--- config.mk ---
export PLATFORM = sky130hd
export DESIGN_NAME = cp0_exception_ctrl
export DESIGN_NICKNAME = d
export VERILOG_FILES = /design/src/rtl/cp0_pkg.sv /design/src/rtl/cp0_regfile.sv /design/src/rtl/cp0_exception_ctrl.sv
export SDC_FILE = /design/constraint.sdc
export NUM_CORES = 1
export LEC_CHECK = 0
export ABC_AREA = 1
export ABC_CLOCK_PERIOD_IN_PS = 1600
export BUFFER_PORTS_ARGS = -buffer_cell sky130_fd_sc_hd__buf_2
export CORE_AREA = 8 8 102 104
export DETAILED_ROUTE_END_ITERATION = 7
export DIE_AREA = 0 0 110 112
export PLACE_DENSITY_LB_ADDON = 0.3
export RECOVER_POWER = 50
export SLEW_MARGIN = 40
export SYNTH_ARGS = -nofsm -noshare
export SYNTH_HDL_FRONTEND = slang
export SYNTH_SLANG_ARGS = --single-unit
--- constraint.sdc ---
create_clock -name clk -period 1.6 [get_ports clk]
set_input_delay 0.08 -clock clk [delete_from_list [all_inputs] [get_ports clk]]
set_output_delay 0.08 -clock clk [all_outputs]
set_load 0.1 [all_outputs]
--- src/rtl/cp0_pkg.sv ---
// Shared CP0 constants: register numbers, exception codes, Status bit layout
// and the exception-sequencing state enum.
package cp0_pkg;
   localparam logic [4:0]  CP0_STATUS   = 5'd12;
   localparam logic [4:0]  CP0_CAUSE    = 5'd13;
   localparam logic [4:0]  CP0_EPC      = 5'd14;

   localparam logic [4:0]  EXC_INT      = 5'd0;
   localparam logic [4:0]  EXC_ADEL     = 5'd4;
   localparam logic [4:0]  EXC_ADES     = 5'd5;
   localparam logic [4:0]  EXC_RI       = 5'd10;

   localparam int          STATUS_IE    = 0;
   localparam int          STATUS_EXL   = 1;
   localparam int          STATUS_IM_LO = 8;
   localparam int          STATUS_IM_HI = 9;

   typedef enum logic {
      ST_IDLE = 1'b0,
      ST_TRAP = 1'b1
   } cp0_state_e;
endpackage

--- src/rtl/cp0_regfile.sv ---
// Status/Cause/EPC storage with exception, eret and mtc0 update paths,
// plus the combinational mfc0 read mux.
module cp0_regfile
   import cp0_pkg::*;
(
   input  logic        clk,
   input  logic        rst,
   input  logic [1:0]  ext_int,
   input  logic        exc_take,
   input  logic [4:0]  exc_code,
   input  logic [31:0] exc_epc,
   input  logic        eret_take,
   input  logic        mtc_take,
   input  logic [4:0]  cp0_addr,
   input  logic [31:0] mtc_data,
   output logic [31:0] mfc_data,
   output logic [31:0] status,
   output logic [31:0] cause,
   output logic [31:0] epc
);
   logic        ie_q, ie_d;
   logic        exl_q, exl_d;
   logic [1:0]  im_q, im_d;
   logic [1:0]  ip_q, ip_d;
   logic [4:0]  exc_code_q, exc_code_d;
   logic [31:0] epc_q, epc_d;

   always_comb begin
      ie_d       = ie_q;
      exl_d      = exl_q;
      im_d       = im_q;
      exc_code_d = exc_code_q;
      epc_d      = epc_q;
      ip_d       = ext_int;
      if (exc_take) begin
         exl_d      = 1'b1;
         epc_d      = exc_epc;
         exc_code_d = exc_code;
      end else if (eret_take) begin
         exl_d = 1'b0;
      end else if (mtc_take) begin
         // Cause and unimplemented register numbers are read-only to software.
         case (cp0_addr)
            CP0_STATUS: begin
               ie_d  = mtc_data[STATUS_IE];
               exl_d = mtc_data[STATUS_EXL];
               im_d  = mtc_data[STATUS_IM_HI:STATUS_IM_LO];
            end
            CP0_EPC: epc_d = mtc_data;
            default: ;
         endcase
      end
   end

   always_ff @(posedge clk) begin
      if (rst) begin
         ie_q       <= 1'b0;
         exl_q      <= 1'b0;
         im_q       <= 2'b00;
         ip_q       <= 2'b00;
         exc_code_q <= 5'd0;
         epc_q      <= 32'd0;
      end else begin
         ie_q       <= ie_d;
         exl_q      <= exl_d;
         im_q       <= im_d;
         ip_q       <= ip_d;
         exc_code_q <= exc_code_d;
         epc_q      <= epc_d;
      end
   end

   assign status = {22'd0, im_q, 6'd0, exl_q, ie_q};
   assign cause  = {22'd0, ip_q, 1'b0, exc_code_q, 2'b00};
   assign epc    = epc_q;

   always_comb begin
      mfc_data = 32'd0;
      case (cp0_addr)
         CP0_STATUS: mfc_data = status;
         CP0_CAUSE:  mfc_data = cause;
         CP0_EPC:    mfc_data = epc;
         default:    mfc_data = 32'd0;
      endcase
   end
endmodule

--- src/rtl/cp0_exception_ctrl.sv ---
// CP0 exception controller: prioritises EXE/ID faults, interrupts, eret and
// mtc0, sequences the one-cycle TRAP redirect and drives pipeline kills.
module cp0_exception_ctrl
   import cp0_pkg::*;
#(
   parameter logic [31:0] HANDLER_PC = 32'h0000_0008
) (
   input  logic        clk,
   input  logic        rst,
   input  logic        id_valid,
   input  logic [31:0] id_pc,
   input  logic [31:0] exe_pc,
   input  logic        undef_exc,
   input  logic        mem_range_exc,
   input  logic        exe_is_sw,
   input  logic [1:0]  ext_int,
   input  logic        is_mtc,
   input  logic        is_mfc,
   input  logic        is_eret,
   input  logic [4:0]  cp0_addr,
   input  logic [31:0] mtc_data,
   output logic [31:0] mfc_data,
   output logic        kill_id,
   output logic        kill_exe,
   output logic        redirect_valid,
   output logic [31:0] redirect_pc,
   output logic        flush_if,
   output logic [31:0] status,
   output logic [31:0] cause,
   output logic [31:0] epc,
   output cp0_state_e  state_dbg
);
   cp0_state_e  state_q, state_d;
   logic        exc_take, eret_take, mtc_take, int_pend;
   logic [4:0]  exc_code;
   logic [31:0] exc_epc;
   logic        is_idle;

   assign is_idle  = (state_q == ST_IDLE);
   assign int_pend = status[STATUS_IE] && !status[STATUS_EXL] &&
                     |(cause[9:8] & status[STATUS_IM_HI:STATUS_IM_LO]) &&
                     id_valid && is_idle;

   always_comb begin
      state_d        = state_q;
      exc_take       = 1'b0;
      eret_take      = 1'b0;
      mtc_take       = 1'b0;
      exc_code       = EXC_INT;
      exc_epc        = id_pc;
      kill_id        = 1'b0;
      kill_exe       = 1'b0;
      redirect_valid = 1'b0;
      redirect_pc    = 32'd0;
      flush_if       = 1'b0;
      if (!is_idle) begin
         // TRAP lasts exactly one cycle and masks every new event.
         state_d        = ST_IDLE;
         redirect_valid = 1'b1;
         redirect_pc    = HANDLER_PC;
         flush_if       = 1'b1;
         kill_id        = 1'b1;
      end else if (mem_range_exc) begin
         exc_take = 1'b1;
         exc_code = exe_is_sw ? EXC_ADES : EXC_ADEL;
         exc_epc  = exe_pc;
         kill_exe = 1'b1;
         kill_id  = 1'b1;
         state_d  = ST_TRAP;
      end else if (undef_exc || int_pend) begin
         exc_take = 1'b1;
         exc_code = undef_exc ? EXC_RI : EXC_INT;
         kill_id  = 1'b1;
         state_d  = ST_TRAP;
      end else if (is_eret) begin
         eret_take      = 1'b1;
         redirect_valid = 1'b1;
         redirect_pc    = epc;
         flush_if       = 1'b1;
      end else if (is_mtc) begin
         mtc_take = 1'b1;
      end
   end

   always_ff @(posedge clk) begin
      if (rst) state_q <= ST_IDLE;
      else     state_q <= state_d;
   end

   assign state_dbg = state_q;

   cp0_regfile u_regfile (
      .clk       (clk),
      .rst       (rst),
      .ext_int   (ext_int),
      .exc_take  (exc_take),
      .exc_code  (exc_code),
      .exc_epc   (exc_epc),
      .eret_take (eret_take),
      .mtc_take  (mtc_take),
      .cp0_addr  (cp0_addr),
      .mtc_data  (mtc_data),
      .mfc_data  (mfc_data),
      .status    (status),
      .cause     (cause),
      .epc       (epc)
   );

   // mfc0 needs no side effect here; the read mux is purely address-driven.
   logic unused_ok;
   assign unused_ok = is_mfc;
endmodule

-- Word level (Yosys, flattened, before mapping)
Index checks and enable logic that the tools add are counted.
- $add $sub $neg: 0
- $mul: 0
- divide/modulo/power cells: 0
- magnitude comparators: 0
- eq/ne operators: 4
- shifts and indexed selects: 0
- multiplexer cells: 36
- bitwise operators: 4
- reduce and logical (&&, ||, !) cells: 14
- operators with widths (kind ; count):
    two-way mux 32 bit ; 10
    case mux 32 bit (3 select lines) ; 1
    two-way mux 1 bit ; 21
    two-way mux 4 bit ; 4
    equality test 5 x 4 -> 1 bit, second input constant ; 3
    nonzero test 3 bit ; 2
    logical AND 1 bit ; 4
    AND reduction 4 bit ; 1
    nonzero test 2 bit ; 2
    inverter 1 bit ; 3
    AND reduction 3 bit ; 1
    bitwise AND 2 bit ; 1
    != test 2 bit, second input constant ; 1
    AND reduction 2 bit ; 1
    OR reduction 2 bit ; 1
    zero test 1 bit ; 1
    logical OR 1 bit ; 1
- bits in registers: 44
- bits in latches: 0
- memory bits (writable): 0
- memory bits (read-only): 0
- output and inout port bits: 165
- memories: 0

-- Longest topological paths before layout
- depth after elaboration: 12
- depth in mapped cells: 11
- gate-level depth less buffers: 9

-- By module
Synthesis repeated with hierarchy kept, for this count alone.
- cell total of the unflattened synthesis: 682
- area, all modules: 3718.6 sq um
- by module, submodules not included (module ; times used ; cells each ; area an instance (sq um) ; sequential area each (sq um)):
    cp0_regfile ; 1 ; 481 ; 2835.2 ; 860.8
    cp0_exception_ctrl ; 1 ; 201 ; 883.3 ; 20.0

-- Worst setup path before layout
OpenSTA, ideal clock, no wires.
- kind: register -> output
- start: reg state_q (netlist: state_dbg)
- end: out redirect_valid
- data arrival time: 4.335 ns
- slack: -2.815 ns
- stages on the path, launching flop included: 7
- cells stage by stage: dfxtp_1 > nor2_1 > nand3_2 > nand2_4 > clkbuf_1 > o21ai_0 > buf_4
- cells in the longest elaborated chain, start to end: 6
- RTL lines (item ; RTL line ; text):
    start: declaration ; cp0_exception_ctrl.sv:33 ; cp0_state_e state_q, state_d;
    start signal: assignment ; cp0_exception_ctrl.sv:87 ; else state_q <= state_d;
    inverter 1 bit ; cp0_exception_ctrl.sv:39 ; assign is_idle = (state_q == ST_IDLE);
    logical AND 1 bit ; cp0_exception_ctrl.sv:42 ; id_valid && is_idle;
    logical OR 1 bit ; cp0_exception_ctrl.sv:70 ; end else if (undef_exc || int_pend) begin
    two-way mux 1 bit (2 in a row) ; n/a ;
    two-way mux 1 bit * ; n/a ;
    end: declaration ; cp0_exception_ctrl.sv:25 ; output logic redirect_valid,
Mark *: on every way between the ends. The rest lies on a longest branch, timed or not.

-- Final worst setup path
- start: reg u_regfile.im_q[0]
- end: out redirect_pc[18]
- cells in the longest elaborated chain, start to end: 9
- RTL lines (item ; RTL line ; text):
    start: declaration ; cp0_regfile.sv:23 ; logic [1:0] im_q, im_d;
    start signal: assignment ; cp0_regfile.sv:66 ; im_q <= im_d;
    bitwise AND 2 bit ; cp0_exception_ctrl.sv:41 ; |(cause[9:8] & status[STATUS_IM_HI:STATUS_IM_LO]) &&
    OR reduction 2 bit ; cp0_exception_ctrl.sv:41 ;
    logical AND 1 bit ; cp0_exception_ctrl.sv:40 ; assign int_pend = status[STATUS_IE] && !status[STATUS_EXL] &&
    logical AND 1 bit ; cp0_exception_ctrl.sv:41 ;
    logical AND 1 bit ; cp0_exception_ctrl.sv:42 ;
    logical OR 1 bit ; cp0_exception_ctrl.sv:70 ;
    two-way mux 32 bit ; cp0_exception_ctrl.sv:70 ;
    two-way mux 32 bit ; cp0_exception_ctrl.sv:63 ; end else if (mem_range_exc) begin
    two-way mux 32 bit ; cp0_exception_ctrl.sv:56 ; if (!is_idle) begin
    end: declaration ; cp0_exception_ctrl.sv:26 ; output logic [31:0] redirect_pc,
No other way between the ends.

==> results.txt <==
Clk buf depth - 2
Final Core Density - 73.6%
Crit path capture type - output port
Height of the die - 112 µm
Simple-gate share of the synthesized area - 47.8%
Non-filler cells, final - 960
Post-Syn Instances - 618
Fin worst setup slack - -0.144 ns
Vias in the first global route - 4744
Synth warn - 0
Post-synthesis adder-cell area fraction - 0%
Commonest non-fill, non-tap cell in the layout - nand2_1
DRT antenna net count - 0
Most common cell on crit path - buf_12
MaxCap Viol Count - 0
Fmax - 573 MHz
Critical path class - flip-flop to output port
Seq/Total Area, Yosys - 24.7%
Final WL - 15900 µm
Largest family of logic cells by synthesized area - simple AND/OR/NAND/NOR gates
Cell breakdown of the critical path - nand2_2 > nand2_2 > nand3_4 > nand2_4 > inv_4 > nand3_4 > buf_12 > buf_12 > nor2_4 > buf_12
Core Area - 8890 µm²
Area occupied by registers - 906 µm²
Post-Synth XOR/XNOR Area - 0%
ANT cells - 0
Drc violations - 0
Pwr Total - 4.82 mW
Drt first pass iters - 4
Final setup viols - 67
Compound-Gate Fraction of Synth Area - 3.56%
Inst Count DP - 933
Area share of the largest cell type after synthesis - 26.9%
Total GRT Usage - 23.7%
Final period utilization - 109%
Slew @ Worst Pin - 0.575 ns
R2R depth - 11
HP Class - input port to flip-flop
Worst hold path stage count - 2
Slowest-stage cell, CP - dfxtp_4
Initial Utilization - 38.4%
RD Place Congestion - 0.883
Global-route wire length before repair - 23300 µm
Status - finished, violations left
Most used routing layer - met2
Num rows - 35
Final net count - 960
Largest net degree at the start of global routing - 35
Final hold violation count - 0
PortBufs - 221
Crit-path max cell delay - 0.35 ns
Met3 Use GR - 7.16%
Multiplexer area fraction after synthesis - 0%
Die width - 110 µm
Root Driver - clkbuf_8
IO Count - 277
Critical Path Start Type - flip-flop
#FFs+latches synth - 42
Multi-input gate area - 2560 µm²
Max_slew headroom - 61.8%
Lkg Pwr - 3.27 nW
Worst Skew - 0.00178 ns
Worst endpoint required time - 1.52 ns
Post-synthesis average cell area - 5.52 µm²
Synth-to-layout area growth - 91.9%
Routed vias - 4506
Synth cell types - 25
Place WS - 0.0623 ns
Post-synth top area cell - nand2_1
Share of cells above drive strength 1 - 45.6%
Final HPWL DP - 12000 µm
Post-Syn Area - 3410 µm²
Num CTS Buffers - 5
Peak fanout along the critical path - 7
CTS tree - yes
Clk slew on worst S/H paths - 0.09 ns
Met2 Track Usage GR - 44.2%
Htree depth - 2
Leading post-synthesis cells by cell area - nand2_1 27%, dfxtp_1 25%, buf_4 14%
GRT overflow - 0
Met1 usage - 23.6%
CP top delay family - buffers and inverters
Avg WL per Cell - 16.6 µm
Critical path buffer and inverter count - 4
CP arrival - 1.66 ns
Clock Sinks - 42
Fillers - 691
Peak supply drop - 0.855 mV
1st-iter DRT viols - 179
Later-pin clock latency in the skew report - 0.29 ns
Pwr/cell area - 737 nW/µm²
Die footprint - 12300 µm²
RSZ-0062 raised after global routing - true
Critical path depth - 10
Failing checks - setup timing
Slew Viols, Final - 0
Initial antenna violation count - 0
Via density - 4.69
Final period demand of the worst path - 1.74 ns
Most frequent cells in the layout - 240 x nand2_1, 113 x buf_2, 76 x buf_12, 68 x nor2_1, 56 x nor2_4
sequential cells by signal, summed over array words and instances (netlist names):
| register | flops |
|---|---|
| u_regfile.ip_q | 2 |
| state_dbg | 1 |
| u_regfile.epc | 32 |
| u_regfile.exc_code_q | 3 |
| u_regfile.im_q | 2 |
| u_regfile.exl_q | 1 |
| u_regfile.ie_q | 1 |
cells by family after synthesis:
| family | after synthesis |
|---|---|
| compound gates | 21 |
| other cells | 1 |
| simple gates | 414 |
| flops | 42 |
| buf+inv | 140 |
timing repair:
action                                  in CTS  in global routing
endpoints found under the setup margin      35                 68
gates cloned                                 3                  5
endpoints found under the hold margin        2                  0
setup buffers                                9                  1
pin swaps                                   10                  6
hold buffers                                 2                  0
resized for setup                           12                 14
through the flow:
step           TNS [ns]  hold slack, ns  cell area, µm²
2_1_floorplan     -6.56           0.142            4320
3_3_place_gp          0           0.281            6110
3_5_place_dp          0           0.292            6110
4_1_cts           -4.54          0.0183            6400
5_1_grt          -11.30          0.0372            6540
6_report          -5.81          0.0328            6540
power by group:
group	internal [mW]	switching, mW
clock	0.300	0.397
sequential	1.16	0.0590
combinational	0.629	2.28
total	2.08	2.74
final cells by class:
class	instances	share of cell area, %
Clock inverter	3	0.249
Timing Repair Buffer	261	40.8
Multi-Input combinational cell	489	39.1
Sequential cell	42	13.8
Tap cell	111	2.12
Clock buffer	5	1.05
Inverter	49	2.85
worst paths after layout:
path	slack, ns	end	startpoint
worst max-delay path	-0.14	redirect_pc[18]	u_regfile.im_q[0]
worst min-delay path	0.03	u_regfile.ip_q[1]	rst
worst max register to register	-0.06	u_regfile.epc[5]	u_regfile.im_q[0]
worst min register to register	0.50	u_regfile.exc_code_q[2]	u_regfile.exc_code_q[2]
per-layer routing:
| layer | part of all wire (%) | up-vias |
|---|---|---|
| met5 | 0 | - |
| met4 | 2.6 | 0 |
| met3 | 11 | 33 |
| met2 | 52 | 241 |
| met1 | 35 | 2025 |
| li1 | - | 2207 |
cell usage after synthesis:
| cell type | number |
|---|---|
| nand2_1 | 244 |
| nor2_1 | 126 |
| buf_4 | 65 |
| inv_1 | 47 |
| dfxtp_1 | 42 |
| nand3_1 | 36 |
| buf_2 | 11 |
| clkbuf_1 | 10 |
| o21ai_0 | 9 |
| a21oi_1 | 6 |
| buf_6 | 4 |
| nand4_1 | 3 |
| nor3_1 | 2 |
| o221ai_1 | 2 |
| buf_1 | 1 |
| clkinv_1 | 1 |
| conb_1 | 1 |
| inv_2 | 1 |
| nand2_4 | 1 |
| nand3_2 | 1 |
| nor3b_2 | 1 |
| o21a_1 | 1 |
| o21bai_1 | 1 |
| o22ai_1 | 1 |
| o31ai_1 | 1 |
No activity file was read; power rests on OpenSTA's default activity.
